## src/rtl/regfile_pkg.sv

```systemverilog
// Shared constants for the register file and its scoreboard.
// Holds default geometry and the hardwired zero-register index.
package regfile_pkg;

  localparam int DW_DEF   = 32;
  localparam int NREG_DEF = 32;
  localparam int ZERO_REG = 0;

  // True when an address names the hardwired zero register.
  function automatic logic is_zero_reg(input int unsigned a);
    return a == ZERO_REG;
  endfunction

endpackage

```

## src/rtl/rf_scoreboard.sv

```systemverilog
// Busy-bit scoreboard: issue marks a destination pending, writeback clears it.
// Ports: clk, rst (sync, active-high), we/wa writeback, iss/iss_rd issue,
//        busy_o = one pending bit per register (bit 0 always clear).
module rf_scoreboard
  import regfile_pkg::*;
#(
  parameter int NREG = NREG_DEF,
  parameter int AW   = $clog2(NREG)
) (
  input  logic            clk,
  input  logic            rst,
  input  logic            we_i,
  input  logic [AW-1:0]   wa_i,
  input  logic            iss_i,
  input  logic [AW-1:0]   iss_rd_i,
  output logic [NREG-1:0] busy_o
);

  logic [NREG-1:0] busy_q;
  logic [NREG-1:0] busy_d;

  logic clr_hit;
  logic set_hit;

  assign clr_hit = we_i  && (wa_i     != AW'(ZERO_REG));
  assign set_hit = iss_i && (iss_rd_i != AW'(ZERO_REG));

  // Clear first, set second: an issue to the register being written
  // back in the same cycle leaves it pending.
  always_comb begin
    busy_d = busy_q;
    if (clr_hit) busy_d[wa_i] = 1'b0;
    if (set_hit) busy_d[iss_rd_i] = 1'b1;
    busy_d[ZERO_REG] = 1'b0;
  end

  always_ff @(posedge clk) begin
    if (rst) begin
      busy_q <= '0;
    end else begin
      busy_q <= busy_d;
    end
  end

  assign busy_o = busy_q;

endmodule

```

## src/rtl/regfile_sb.sv

```systemverilog
// Register file with zero register, two async read ports and a scoreboard.
// Ports: clk, rst (sync, active-high); ra1/ra2 -> rd1/rd2 data, rb1/rb2 busy;
//        we/wa/wd writeback; iss/iss_rd issue; wr_cnt committed-write count.
// Build option: define REGFILE_SB_BYPASS_EN to forward writeback data
// and a cleared busy bit to a read of the same register in the write cycle.
module regfile_sb
  import regfile_pkg::*;
#(
  parameter int DW   = DW_DEF,
  parameter int NREG = NREG_DEF,
  parameter int AW   = $clog2(NREG)
) (
  input  logic          clk,
  input  logic          rst,
  input  logic [AW-1:0] ra1,
  input  logic [AW-1:0] ra2,
  output logic [DW-1:0] rd1,
  output logic [DW-1:0] rd2,
  output logic          rb1,
  output logic          rb2,
  input  logic          we,
  input  logic [AW-1:0] wa,
  input  logic [DW-1:0] wd,
  input  logic          iss,
  input  logic [AW-1:0] iss_rd,
  output logic [31:0]   wr_cnt
);

  logic [DW-1:0]   regs_q [NREG];
  logic [DW-1:0]   regs_d [NREG];
  logic [31:0]     wr_cnt_q;
  logic [31:0]     wr_cnt_d;
  logic [NREG-1:0] busy;
  logic            wr_hit;
  logic            byp1;
  logic            byp2;

  assign wr_hit = we && (wa != AW'(ZERO_REG));

  rf_scoreboard #(
    .NREG (NREG),
    .AW   (AW)
  ) u_sb (
    .clk      (clk),
    .rst      (rst),
    .we_i     (we),
    .wa_i     (wa),
    .iss_i    (iss),
    .iss_rd_i (iss_rd),
    .busy_o   (busy)
  );

  always_comb begin
    for (int i = 0; i < NREG; i++) begin
      regs_d[i] = regs_q[i];
    end
    if (wr_hit) regs_d[wa] = wd;
    regs_d[ZERO_REG] = '0;
  end

  // Counter wraps naturally at 2^32.
  assign wr_cnt_d = wr_hit ? wr_cnt_q + 32'd1 : wr_cnt_q;

  always_ff @(posedge clk) begin
    if (rst) begin
      for (int i = 0; i < NREG; i++) begin
        regs_q[i] <= '0;
      end
      wr_cnt_q <= '0;
    end else begin
      for (int i = 0; i < NREG; i++) begin
        regs_q[i] <= regs_d[i];
      end
      wr_cnt_q <= wr_cnt_d;
    end
  end

`ifdef REGFILE_SB_BYPASS_EN
  assign byp1 = wr_hit && (wa == ra1);
  assign byp2 = wr_hit && (wa == ra2);
`else
  assign byp1 = 1'b0;
  assign byp2 = 1'b0;
`endif

  always_comb begin
    rd1 = regs_q[ra1];
    rb1 = busy[ra1];
    if (byp1) begin
      rd1 = wd;
      rb1 = 1'b0;
    end
    if (is_zero_reg(32'(ra1))) begin
      rd1 = '0;
      rb1 = 1'b0;
    end
  end

  always_comb begin
    rd2 = regs_q[ra2];
    rb2 = busy[ra2];
    if (byp2) begin
      rd2 = wd;
      rb2 = 1'b0;
    end
    if (is_zero_reg(32'(ra2))) begin
      rd2 = '0;
      rb2 = 1'b0;
    end
  end

  assign wr_cnt = wr_cnt_q;

endmodule
```

## config.mk

```make
export PLATFORM = sky130hd
export DESIGN_NAME = regfile_sb
export DESIGN_NICKNAME = d
export VERILOG_FILES = /design/src/rtl/regfile_pkg.sv /design/src/rtl/rf_scoreboard.sv /design/src/rtl/regfile_sb.sv
export SDC_FILE = /design/constraint.sdc
export NUM_CORES = 2
export LEC_CHECK = 0
export BUFFER_PORTS_ARGS = -buffer_cell sky130_fd_sc_hd__buf_2
export CAP_MARGIN = 25
export CORE_ASPECT_RATIO = 1.75
export CORE_MARGIN = 2
export CORE_UTILIZATION = 57
export CTS_BUF_LIST = sky130_fd_sc_hd__clkbuf_16
export CTS_CLUSTER_SIZE = 14
export DETAILED_ROUTE_END_ITERATION = 7
export GPL_TIMING_DRIVEN = 0
export PLACE_DENSITY = 0.77
export SYNTH_ARGS = -nofsm -noshare
export SYNTH_HDL_FRONTEND = slang
export SYNTH_SLANG_ARGS = --single-unit
```

## constraint.sdc

```tcl
create_clock -name clk -period 1.7 [get_ports clk]
set_input_delay 0.17 -clock clk [delete_from_list [all_inputs] [get_ports clk]]
set_output_delay 0.17 -clock clk [all_outputs]
set_load 0.02 [all_outputs]
```

# After elaboration in Yosys (flattened, before gate mapping)
# Memory sizes are Yosys's and may differ from the RTL's.
# Cells that the tools add are included.
# word_totals
reg_bits,64
ram_bits,1024
inputBits,56
elab_cells,111
mem_count,1
# mem_list
name,depth,width,rd,rd_ports_with_merged_regs,write_ports,line,text
regs_q,32,32,34,0,32,regfile_sb.sv:29,logic [DW-1:0] regs_q [NREG];
# classes
addsub,1
n_lt_le_gt_ge,8
mux,53
n_bitwise,36
n_reduce_logical,9
# op_table
op,n
$mux W32,37
$bwmux W1024,1
$mux W992,1
$demux W32 S5,1
$add A32 B1 Y32 const B,1
$and A32 B32 Y32,1
$not A32 Y32,1
$or A1 B1 Y1,32
$or A32 B32 Y32,1
$lt A5 B6 Y1 const B,4
$bmux W1 S5,2
$demux W1 S5,2
$ge A5 B1 Y1 const B,2
$logic_not A5 Y1,2
$reduce_bool A5 Y1,2
$mux W1,9
$ge A6 B6 Y1 const B,1
$lt A6 B1 Y1 const B,1
$not A5 Y6,1
$logic_and A1 B1 Y1,5

# Depth between registers and ports, before layout
# logic_depth
ltp_word,9
mapped_depth,8

# Modules after synthesis
# Synthesis repeated with hierarchy kept, for this count alone.
# hier_totals
cells_unflattened,6393
area_unflattened_um2,53714.0
# by_module_without_submodules
module,n_inst,cells_each,area_each_um2,seq_area_each_um2
regfile_sb,1,6228,52336.4,20499.7
rf_scoreboard,1,165,1377.6,620.6

# Least setup slack after synthesis
# No wires, ideal clock.
# synth_timing
kind,input to output
start,input port ra1[1]
end,output port rd1[30]
arrival_ps,1653
t_required_ps,1530
setup_slack_ps,-123
cell_stages,6
n_path_buf,3
path_cell_list,buf_4 > buf_6 > buf_2 > mux4_2 > a22oi_1 > nand4_1
# synth_via
elab_chain_cells,2
word_cells_on_any_way,3
# synth_lines
element,line,text
from (decl),regfile_sb.sv:15,"input logic [AW-1:0] ra1,"
$mem_v2 Z32 W32 or $logic_not A5 Y1 (tied branches),--,
$mux W32 *,regfile_sb.sv:93,if (is_zero_reg(32'(ra1))) begin
to (decl),regfile_sb.sv:17,"output logic [DW-1:0] rd1,"
# Every way passes the cells marked *; elsewhere a longest branch is shown, timed or not.

==> qor.yml <==
outcome:
  run_status: "finished, violations left"
  violations: "design-rule violations, negative setup slack"
setup_path:
  cpPeakStageDelay_ns: 0.50
  cpMostUsedCell: "a221oi_2"
  path_cells: "mux2_4, a221oi_2, a221oi_2, nand2_2, nand4_1, buf_6"
  crit_fanout: 3
  cp.arrival_ns: 2.71
  endpoint_kind: "primary output"
  critPathRequiredTime_ns: 1.53
  cp-start-kind: "register"
  crit_type: "reg2out"
  slowest_stage: "nand4_1"
  crit_family: "simple AND/OR/NAND/NOR gates"
  cp_num_buf_inv: 1
placed_design:
  dp_hpwl_um: 201000
  place_inst: 7554
  io_buffers: 152
  gp_congestion: 1.10
  pre_cts_slack_ns: -2.19
global_route:
  grt_pass1_wl_um: 362000
  grt_max_degree: 15
  grt_usage: 0.546
  overflow: 0
  antenna_found_initial: 19
  first_global_vias: 51800
sta:
  finalClockSkew_ns: 0.00790
  worst_pin_slew_ns: 1.22
  drv_slew: 0
  holdWs_ns: 0.0142
  fmax_ghz: 0.348
  hold_violations: 0
  rsz0062_at_grt: "true"
  slew-limit-headroom: 0.186
  setup_viol: 385
  fin_crit_sh: 1.69
  finalWorstSetupSlack_ns: -1.18
  finalCriticalPeriod_ns: 2.88
drt:
  firstDrtPassIters: 8
  ant_nets: 0
  via_per_inst: 6.98
  routedWlPerCell_um: 33.8
  dr_total_vias: 54300
  drtIter0Drc: 8458
  drc: 2
  drt_wl_total_um: 263000
floorplan:
  fp-row-count: 147
  die_area_mm2: 0.0951
  die_w_um: 234
  die_y_um: 406
  start_util: 0.575
  ios: 154
  coreArea_mm2: 0.0918
logic_synthesis:
  yosysSeqAreaShare: 0.400
  synth-seq-cells: 1055
  ys.flop_type: "dfxtp_1"
  yosysWarnings: 0
  syn_area_mm2: 0.0528
  synth_cell_type_count: 48
  syn_area_per_cell_um2: 8.51
  synth_nets: 6254
  synth_edf_count: 0
  async_flop_share: 0
  netlist_instances: 6197
job:
  cap_violations: 0
finish:
  final_core_util: 0.674
  syn_to_final_growth_pct: 17.2
  drive_above_1_share: 0.224
  fill_cells: 7743
  fin_cells: 7782
  nets: 6563
pwr:
  irDropWorstVdd_v: 0.000896
  power_frac_comb: 0.125
  p_int_mw: 37.8
  p_per_area_mw_per_mm2: 861
  p_clk_frac: 0.404
  p_leak_nw: 20.9
  power_frac_seq: 0.471
  p_total_mw: 53.2
  p_sw_frac: 0.291
  p_sw_mw: 15.5
clock_network:
  cts_tree: "yes"
  htreeDepth: 3
  cts.sinks: 1055
  clock_latency_ns: 0.73
  clockRootBuffer: "clkbuf_16"
  numCtsBuffers: 97
  clockBufferDepth: 3
  clk_pin_slew_ns: 0.07
worst_hold_path:
  hp-class: "in2reg"
==> flip-flops by register name, indices dropped and copies added (netlist names) <==
register / flops
u_sb.busy_o: 31
wr_cnt: 32
regs_q: 992
==> Yosys cell counts, types with 3 or more instances <==
cell type / instances / area (um2)
and3b_1: 3 / 26.3
mux2_2: 86 / 968
o21a_1: 18 / 135
clkbuf_1: 438 / 1640
nor4_1: 6 / 37.5
or2_1: 3 / 18.8
buf_1: 14 / 52.6
o21ai_0: 26 / 130
a21oi_1: 1010 / 5050
buf_4: 17 / 128
nand2b_1: 7 / 43.8
buf_6: 12 / 135
buf_2: 129 / 646
or3_1: 6 / 37.5
nor2_1: 105 / 394
dfxtp_1: 1055 / 21100
nand4_1: 60 / 375
nand3_1: 14 / 70.1
nand2_1: 2115 / 7940
o22ai_1: 10 / 62.6
clkbuf_2: 3 / 15.0
and3_1: 7 / 43.8
and2_1: 9 / 56.3
xnor2_1: 23 / 201
nor3_1: 20 / 100
inv_1: 7 / 26.3
nor2b_1: 21 / 131
a22oi_1: 246 / 1850
a32oi_1: 3 / 26.3
mux4_2: 336 / 7570
a221o_1: 20 / 200
mux2i_1: 223 / 2230
a221oi_1: 120 / 1050
and4_1: 5 / 43.8
==> kinds of logic (layout without fill, tap and decap cells) <==
kind of cell	count (synthesis)	count (layout)	share of synthesized area
AO/OA/AOI/OAI	1459	1459	0.162
XOR/XNOR	25	25	0.00415
adder cells (fa/ha/maj)	1	1	0.000237
buffers and inverters	620	1002	0.0502
flip-flops	1055	1055	0.400
multiplexers	645	645	0.204
other	0	11	0
AND/OR/NAND/NOR	2392	2392	0.179
==> cell usage in the layout, fill, tap and decap left out, types with 14 or more instances in the layout <==
| cell type | instances |
|---|---|
| a221oi_1 | 27 |
| nor2_2 | 21 |
| nand2_2 | 29 |
| clkinv_1 | 26 |
| buf_6 | 69 |
| clkbuf_2 | 110 |
| a21oi_1 | 1002 |
| mux2_4 | 40 |
| nor2b_1 | 16 |
| o21a_1 | 14 |
| inv_1 | 33 |
| mux2i_1 | 221 |
| buf_4 | 92 |
| clkbuf_1 | 303 |
| buf_2 | 139 |
| nand2_1 | 2080 |
| mux2_2 | 46 |
| o21ai_0 | 16 |
| dfxtp_1 | 908 |
| a22oi_1 | 164 |
| buf_12 | 19 |
| dlygate4sd3_1 | 35 |
| clkbuf_4 | 17 |
| nor2_1 | 74 |
| clkbuf_16 | 99 |
| a22oi_2 | 82 |
| buf_8 | 31 |
| a221o_1 | 20 |
| nand3_1 | 14 |
| a221oi_2 | 83 |
| dfxtp_2 | 144 |
| mux4_2 | 336 |
| nand4_1 | 60 |
| xnor2_1 | 23 |
==> power by group through the flow <==
stage | combinational (mW) | sequential, mW | clock (mW)
after floorplan | 2.93 | 25.6 | 0
after global placement | 5.32 | 25.6 | 0
after detailed placement | 5.39 | 25.6 | 0
after CTS | 5.88 | 25.0 | 21.2
after global routing | 6.57 | 25.0 | 22.1
final | 6.66 | 25.0 | 21.5
==> stage by stage <==
stage	area, um2	setup TNS [ns]
CTS	60500	-46.91
finish	61800	-68.49
global route	61800	-59.13
detailed placement	55300	-782.17
floorplan	52800	-1.26
global placement	55100	-812.61
==> final timing paths <==
path | startpoint | endpoint | slack (ns) | cells past startpoint
setup / recovery | regs_q[1][19] | rd1[19] | -1.18 | 6
hold / removal | wa[0] | wr_cnt[2] | 0.01 | 5
setup reg to reg | wr_cnt[8] | wr_cnt[31] | -0.02 | 5
hold reg to reg | regs_q[23][7] | regs_q[23][7] | 0.46 | 2
==> what timing repair did <==
item | in CTS | in global routing
buffers inserted | 6 | 7
endpoints found under the setup margin | 356 | 619
pin swaps | 133 | 83
hold endpoints to repair | 35 | 1
gates cloned | 0 | 1
hold buffers | 34 | 1
gates resized for setup | 646 | 400
==> final cells by class <==
type / count / area (um2) / share of cell area
antenna: 11 / 27.5 / 0.000445
timing repair buffer: 221 / 1780 / 0.0287
buffer: 602 / 3500 / 0.0567
clock buffer: 99 / 2480 / 0.0401
inverter: 7 / 26.3 / 0.000425
tap: 1192 / 1490 / 0.0241
clock inverter: 73 / 433 / 0.00700
sequential: 1055 / 21300 / 0.345
multi-input combinational: 4522 / 30800 / 0.498
==> routing by layer <==
metal  share of wire  vias up  track usage  wire length (um)
li1                -    22400            -                 -
met1            0.31    25600        0.557             80200
met2            0.44     4550        0.821            115000
met3            0.13     1745        0.231             35000
met4            0.12       14        0.540             32100
met5         0.00097        -       0.0207               255
==> worst min-delay path: stages <==
cell	delay, ns
buf_2	0.11
or4_4	0.16
o211ai_1	0.09
xor2_1	0.13
nor2_1	0.05
Note: power is estimated with default switching activity, not from simulation.
